## src/rtl/vga_sync_if.sv

```systemverilog
// Timing bundle from the VGA sync generator to the object renderers and RGB mux.
interface vga_sync_if;
  logic [9:0] HCount;
  logic [9:0] VCount;
  logic       hsync;
  logic       vsync;
  logic       video_on;
  logic       p_tick;
  logic       frame_end;

  modport master (
    output HCount, VCount, hsync, vsync, video_on, p_tick, frame_end
  );

  modport slave (
    input HCount, VCount, hsync, vsync, video_on, p_tick, frame_end
  );
endinterface

```

## src/rtl/vga_sync_gen.sv

```systemverilog
// VGA timing generator: pixel-rate divider, horizontal/vertical counters,
// active-low sync pulses and the visible-area qualifier.
module vga_sync_gen #(
  parameter int CLK_DIV   = 2,
  parameter int H_DISPLAY = 640,
  parameter int H_FRONT   = 16,
  parameter int H_SYNC    = 96,
  parameter int H_BACK    = 48,
  parameter int V_DISPLAY = 480,
  parameter int V_FRONT   = 10,
  parameter int V_SYNC    = 2,
  parameter int V_BACK    = 33
) (
  input  logic       clk,
  input  logic       reset,
  vga_sync_if.master vga
);

  localparam int H_TOTAL = H_DISPLAY + H_FRONT + H_SYNC + H_BACK;
  localparam int V_TOTAL = V_DISPLAY + V_FRONT + V_SYNC + V_BACK;

  localparam logic [9:0] H_LAST   = 10'(H_TOTAL - 1);
  localparam logic [9:0] V_LAST   = 10'(V_TOTAL - 1);
  localparam logic [9:0] H_VIS    = 10'(H_DISPLAY);
  localparam logic [9:0] V_VIS    = 10'(V_DISPLAY);
  localparam logic [9:0] HS_START = 10'(H_DISPLAY + H_FRONT);
  localparam logic [9:0] HS_END   = 10'(H_DISPLAY + H_FRONT + H_SYNC - 1);
  localparam logic [9:0] VS_START = 10'(V_DISPLAY + V_FRONT);
  localparam logic [9:0] VS_END   = 10'(V_DISPLAY + V_FRONT + V_SYNC - 1);
  localparam logic [3:0] DIV_LAST = 4'(CLK_DIV - 1);

  logic [3:0] div_q, div_next;
  logic [9:0] hcount_q, vcount_q;
  logic [9:0] h_next, v_next;
  logic       p_tick_q;
  logic       hsync_q, vsync_q, video_on_q;

  // Next-state divider and counters; counters move only on a pixel strobe.
  always_comb begin
    div_next = (div_q == DIV_LAST) ? 4'd0 : div_q + 4'd1;
    h_next   = hcount_q;
    v_next   = vcount_q;
    if (p_tick_q) begin
      if (hcount_q == H_LAST) begin
        h_next = 10'd0;
        v_next = (vcount_q == V_LAST) ? 10'd0 : vcount_q + 10'd1;
      end else begin
        h_next = hcount_q + 10'd1;
      end
    end
  end

  // State update; sync/blank flags are decoded from the next counter values
  // so they line up with HCount/VCount without an extra cycle of lag.
  always_ff @(posedge clk) begin
    if (reset) begin
      div_q      <= 4'd0;
      p_tick_q   <= 1'b0;
      hcount_q   <= 10'd0;
      vcount_q   <= 10'd0;
      hsync_q    <= 1'b1;
      vsync_q    <= 1'b1;
      video_on_q <= 1'b1;
    end else begin
      div_q      <= div_next;
      p_tick_q   <= (div_next == DIV_LAST);
      hcount_q   <= h_next;
      vcount_q   <= v_next;
      hsync_q    <= ~((h_next >= HS_START) && (h_next <= HS_END));
      vsync_q    <= ~((v_next >= VS_START) && (v_next <= VS_END));
      video_on_q <= (h_next < H_VIS) && (v_next < V_VIS);
    end
  end

  assign vga.HCount    = hcount_q;
  assign vga.VCount    = vcount_q;
  assign vga.hsync     = hsync_q;
  assign vga.vsync     = vsync_q;
  assign vga.video_on  = video_on_q;
  assign vga.p_tick    = p_tick_q;
  assign vga.frame_end = p_tick_q && (hcount_q == H_LAST) && (vcount_q == V_LAST);

endmodule

```

## src/flat_wrapper.sv

```systemverilog
// flat-port wrapper written by rule: the top's interface ports become plain ports
module vga_sync_gen_flat 
#(
  parameter int CLK_DIV   = 2,
  parameter int H_DISPLAY = 640,
  parameter int H_FRONT   = 16,
  parameter int H_SYNC    = 96,
  parameter int H_BACK    = 48,
  parameter int V_DISPLAY = 480,
  parameter int V_FRONT   = 10,
  parameter int V_SYNC    = 2,
  parameter int V_BACK    = 33
)
  (clk, reset, vga_HCount, vga_VCount, vga_hsync, vga_vsync, vga_video_on, vga_p_tick, vga_frame_end);
  vga_sync_if vga_i ();
  input  logic clk;
  input  logic reset;
  output wire logic [$bits(vga_i.HCount)-1:0] vga_HCount;
  output wire logic [$bits(vga_i.VCount)-1:0] vga_VCount;
  output wire logic [$bits(vga_i.hsync)-1:0] vga_hsync;
  output wire logic [$bits(vga_i.vsync)-1:0] vga_vsync;
  output wire logic [$bits(vga_i.video_on)-1:0] vga_video_on;
  output wire logic [$bits(vga_i.p_tick)-1:0] vga_p_tick;
  output wire logic [$bits(vga_i.frame_end)-1:0] vga_frame_end;
  assign vga_HCount = vga_i.HCount;
  assign vga_VCount = vga_i.VCount;
  assign vga_hsync = vga_i.hsync;
  assign vga_vsync = vga_i.vsync;
  assign vga_video_on = vga_i.video_on;
  assign vga_p_tick = vga_i.p_tick;
  assign vga_frame_end = vga_i.frame_end;
  vga_sync_gen #(.CLK_DIV(CLK_DIV), .H_DISPLAY(H_DISPLAY), .H_FRONT(H_FRONT), .H_SYNC(H_SYNC), .H_BACK(H_BACK), .V_DISPLAY(V_DISPLAY), .V_FRONT(V_FRONT), .V_SYNC(V_SYNC), .V_BACK(V_BACK)) u_core (.clk(clk), .reset(reset), .vga(vga_i));
endmodule
```

## config.mk

```make
export PLATFORM = sky130hd
export DESIGN_NAME = vga_sync_gen_flat
export DESIGN_NICKNAME = d
export VERILOG_FILES = /design/src/rtl/vga_sync_if.sv /design/src/rtl/vga_sync_gen.sv /design/src/flat_wrapper.sv
export SDC_FILE = /design/constraint.sdc
export NUM_CORES = 1
export LEC_CHECK = 0
export ABC_CLOCK_PERIOD_IN_PS = 2900
export CAP_MARGIN = 20
export CORE_MARGIN = 1.5
export CORE_UTILIZATION = 52
export CTS_BUF_LIST = sky130_fd_sc_hd__clkbuf_16
export CTS_CLUSTER_DIAMETER = 50
export DETAILED_ROUTE_END_ITERATION = 7
export GPL_TIMING_DRIVEN = 0
export PLACE_DENSITY = 0.8
export SLEW_MARGIN = 20
export SYNTH_ARGS = -nofsm -noshare
export SYNTH_HDL_FRONTEND = slang
export SYNTH_SLANG_ARGS = --single-unit
```

## constraint.sdc

```tcl
create_clock -name clk -period 2.9 [get_ports clk]
set_clock_uncertainty 0.1 [all_clocks]
set_input_delay 0.435 -clock clk [delete_from_list [all_inputs] [get_ports clk]]
set_output_delay 0.435 -clock clk [all_outputs]
set_load 0.02 [all_outputs]
```

# After elaboration in Yosys (flattened, before gate mapping)
# Cells that the tools add are included.
[op_classes]
n_addsub = 3
magnitude_cmp = 6
n_eq_ne = 4
n_mux = 6
n_bitwise = 2
n_reduce_logical = 5
[op_table]
columns = ["operator", "count"]
rows = [
  ["10-bit two-way mux", 5],
  ["10-bit by 1-bit adder with 10-bit output, second input constant", 2],
  ["10-bit == test, second input constant", 2],
  ["10-bit greater-or-equal comparator, second input constant", 1],
  ["10-bit by 9-bit greater-or-equal comparator with 1-bit output, second input constant", 1],
  ["10-bit less-or-equal comparator, second input constant", 1],
  ["10-bit by 9-bit less-or-equal comparator with 1-bit output, second input constant", 1],
  ["10-bit less-than comparator, second input constant", 1],
  ["10-bit by 9-bit less-than comparator with 1-bit output, second input constant", 1],
  ["4-bit by 1-bit == test with 1-bit output, second input constant", 2],
  ["1-bit logical AND", 5],
  ["4-bit by 1-bit adder with 4-bit output, second input constant", 1],
  ["4-bit two-way mux", 1],
  ["1-bit NOT", 2],
]
[word_totals]
ff_bits = 28
in_bits = 2
out_inout_bits = 25
elab_cells = 33

# Longest topological paths before layout
[depth]
word_depth = 7
ltp_mapped = 7
ltp_nobuf = 7

# Worst setup path after synthesis
# Ideal clock, no wire load.
[synth_path]
path_kind = "register -> output"
startpoint = "reg u_core.hcount_q[0], in the netlist u_core.vga.HCount[0]"
endpoint = "out vga_frame_end"
arrival_ps = 1837
slack_ps = 528
path_stages_with_launch = 5
n_path_buf = 0
cell_sequence = "dfxtp_1 ha_1 nand3_4 nor4_2 nor2b_1"
[synth_between]
elab_chain_len = 3
[synth_lines]
columns = ["element", "line_no", "source"]
rows = [
  ["start, declared", "vga_sync_gen.sv:33", "logic [9:0] hcount_q, vcount_q;"],
  ["start signal, assigned", "vga_sync_gen.sv:67", "hcount_q <= h_next;"],
  ["10-bit == test", "vga_sync_gen.sv:81", "assign vga.frame_end = p_tick_q && (hcount_q == H_LAST) && (vcount_q == V_LAST);"],
  ["1-bit logical AND (2 in series)", "vga_sync_gen.sv:81", ""],
  ["end, declared", "flat_wrapper.sv:24", "output wire logic [$bits(vga_i.frame_end)-1:0] vga_frame_end;"],
]
# Every way passes these cells.

# Worst setup path in the final report
[layout_path]
startpoint = "reg u_core.hcount_q[0], in the netlist u_core.vga.HCount[0]"
endpoint = "reg u_core.video_on_q, in the netlist u_core.vga.video_on"
[layout_between]
elab_chain_len = 5
[layout_lines]
columns = ["element", "line_no", "source"]
rows = [
  ["10-bit by 1-bit adder with 10-bit output or 10-bit == test (tied branches)", "vga_sync_gen.sv:48, vga_sync_gen.sv:44", ""],
  ["10-bit two-way mux", "vga_sync_gen.sv:44", "if (hcount_q == H_LAST) begin"],
  ["10-bit two-way mux", "vga_sync_gen.sv:43", "if (p_tick_q) begin"],
  ["10-bit less-than comparator or 10-bit by 9-bit less-than comparator with 1-bit output (tied branches)", "vga_sync_gen.sv:71", "video_on_q <= (h_next < H_VIS) && (v_next < V_VIS);"],
  ["1-bit logical AND *", "vga_sync_gen.sv:71", ""],
  ["end signal, assigned", "vga_sync_gen.sv:71", ""],
  ["end, declared", "vga_sync_gen.sv:36", "logic hsync_q, vsync_q, video_on_q;"],
]
# Mark *: on every way between the ends. The rest lies on a longest branch, timed or not.
# A chain may end at the register's enable or synchronous reset.

==> results.py <==
metrics = {
    "die": {
        "die_area_mm2": 0.003391,
        "chipWidth_um": 58.24,
        "rows": 19,
        "core_mm2": 0.002829,
        "ios": 27,
        "die_y_um": 58.24,
        "start_util_pct": 56.08,
    },
    "critical_path": {
        "path_class": "flop to flop",
        "worstPathRequired_ns": 2.94,
        "crit_path_end_kind": "flop",
        "startpoint_type": "flop",
        "arrival_ns": 2.46,
        "crit_fanout": 10,
    },
    "hold_path": {
        "min_path_type": "primary input to flop",
    },
    "yosys": {
        "synth-adder-area-share_pct": 2.366,
        "syn_avg_cell_area_um2": 8.863,
        "yosysWarnings": 0,
        "muxShareOfSynthArea_pct": 1.262,
        "synth_edf_count": 0,
        "syn_nets": 184,
        "yosys-top-cells-area": "dfxtp_1, xnor2_1, nor2_1, nand4_1, nand2_1",
        "synthTopCellsByCount": "dfxtp_1, nor2_1, nand2_1, nand3_1, nand4_1",
        "synth_cell_types": 53,
        "synth-simple-area-share_pct": 34.94,
        "synth_top_family_by_area": "simple AND/OR/NAND/NOR gates",
        "synth_area_mm2": 0.001587,
        "synth_compound_area_share_pct": 12.54,
        "netlist_instances": 179,
        "yosysMostFrequentCell": "dfxtp_1",
        "seq_area_frac_synth_pct": 35.33,
        "synth_top_area_cell": "dfxtp_1",
        "synth-seq-cells": 28,
        "synthArstFlopShare_pct": 0,
        "synth_top_area_share_pct": 35.33,
        "ys.flop_type": "dfxtp_1",
        "synth-xor-area-share_pct": 7.729,
    },
    "place": {
        "place_area_mm2": 0.001876,
        "dp_hpwl_um": 2685,
        "dpl_worst_slack_ns": -0.1036,
        "globalplace.congestion": 0.8944,
        "dp.cells": 235,
        "io_buffers": 25,
    },
    "routing": {
        "drt-pass1-iter-count": 6,
        "vias_per_cell": 6.158,
        "vias": 1478,
        "ant_nets": 0,
        "drc": 2,
        "wl_um": 3804,
        "avgRoutedWirePerCell_um": 15.85,
        "drtIter0Drc": 42,
    },
    "final_layout": {
        "finalInstanceArea_mm2": 0.001973,
        "area_growth_syn_to_layout_pct": 24.37,
        "n_antenna_cell": 0,
        "final_nets": 215,
        "drive_above_1_share_pct": 11.00,
        "layout.cells.non_filler": 240,
    },
    "global_routing": {
        "track_usage_pct": 24.65,
        "grt_pass1_wl_um": 6410,
        "grt_max_degree": 16,
        "grt_pass1_vias": 1380,
        "grt_overflow": 0,
        "antenna_found_initial": 0,
    },
    "timing": {
        "fin_crit_ns": 2.418,
        "hold_ws_ns": 0.2803,
        "setup_viol": 0,
        "rsz0062_at_grt": "false",
        "period_share_pct": 83.39,
        "setup_ws_ns": 0.4817,
        "worst_pin_slew_ns": 0.5605,
        "hold_viol": 0,
        "slew_headroom_pct": 62.14,
        "max_freq_ghz": 0.4135,
        "slew_violations": 0,
    },
    "clocking": {
        "cts_buffers": 3,
        "cts.hold.buffers_added": 0,
        "cts_tree": "built",
        "clockBufferDepth": 2,
        "clk_pin_slew_worst_paths_ns": 0.07,
        "cts-htree-levels": 1,
        "clkLatencyLatePin_ns": 0.26,
        "cts_sinks": 28,
        "cts-root-buf": "clkbuf_16",
    },
    "power": {
        "ir_worst_vdd_mv": 0.2338,
        "p_per_area_mw_per_mm2": 378.6,
        "p_leak_nw": 0.6910,
    },
    "status": {
        "violations": "DRC",
        "status": "finished, violations left",
    },
    "job": {
        "max_cap_violations": 0,
    },
}
## sequential cells by signal, indices dropped and copies added, names as in the netlist
name,cells
u_core.vga.video_on,1
u_core.div_q,4
u_core.vga.HCount,10
u_core.vga.p_tick,1
u_core.vga.hsync,1
u_core.vga.vsync,1
u_core.vga.VCount,10
## cell type report
type / count / area, um^2
buffer: 9 / 70.07
clock buffer: 3 / 75.07
clock inverter: 1 / 3.754
fill: 229 / 855.8
inverter: 6 / 22.52
multi-input combinational: 136 / 942.2
sequential: 28 / 560.5
tap: 31 / 38.79
timing repair buffer: 26 / 260.3
## final timing paths
kind | cells past startpoint | slack [ns] | to | start
max | 7 | 0.48 | u_core.vga.video_on | u_core.vga.HCount[0]
min | 2 | 0.28 | u_core.vga.HCount[0] | reset
max reg2reg | 7 | 0.48 | u_core.vga.video_on | u_core.vga.HCount[0]
min reg2reg | 1 | 0.42 | u_core.div_q[0] | u_core.div_q[0]
## metal layers
layer	share of wire (%)	GRT usage (%)
met4	1.8	9.302
met1	43	31.02
met5	0	0
met2	51	43.18
met3	3.5	2.679
## cells by family after synthesis
kind of cell,after synthesis
flops,28
mux,2
compound gates,27
fa+ha+maj,3
xor+xnor,14
buf+inv,15
simple gates,90
## power by group
group | total [mW] | switching [mW] | internal [mW]
logic | 0.0349 | 0.0193 | 0.0156
registers | 0.395 | 0.00605 | 0.389
clock network | 0.317 | 0.132 | 0.185
## worst max-delay path, cell delays in order, from the launching register on
cell,delay [ns]
dfxtp_1,0.43
ha_1,0.26
nand3_4,0.16
or3_1,0.40
buf_6,0.16
nand4b_1,0.22
a2111oi_2,0.43
a211oi_1,0.12
## cell usage in the layout (no fill, tap or decap), drive strengths merged, types with 2 or more instances in the layout
| cell type | instances |
|---|---|
| or3 | 3 |
| buf | 5 |
| clkbuf | 8 |
| nor4 | 5 |
| nand2 | 14 |
| nor3 | 8 |
| mux2i | 2 |
| nor2 | 17 |
| o211ai | 2 |
| nand3 | 10 |
| and3b | 2 |
| and2 | 4 |
| o21ai | 7 |
| clkdlybuf4s50 | 24 |
| or4 | 3 |
| ha | 3 |
| and4 | 2 |
| nand4 | 9 |
| xnor2 | 8 |
| nand2b | 2 |
| inv | 6 |
| dfxtp | 28 |
| o31ai | 2 |
| xor2 | 6 |
| a211oi | 3 |
| a21oi | 4 |
## stage by stage
step	power (mW)	setup TNS [ns]	util, %
CTS	0.7465	0	69.66
global route	0.7669	0	69.75
finish	0.7470	0	69.75
global placement	0.4363	-0.02869	66.30
detailed placement	0.4383	-0.1036	66.30
floorplan	0.4250	0	-
## what timing repair did
item,4_1_cts,5_1_grt
buffers inserted,1,0
endpoints found under the setup margin,1,1
resized for setup,1,1
pin swaps,1,0
(Power assumes the default switching activity.)
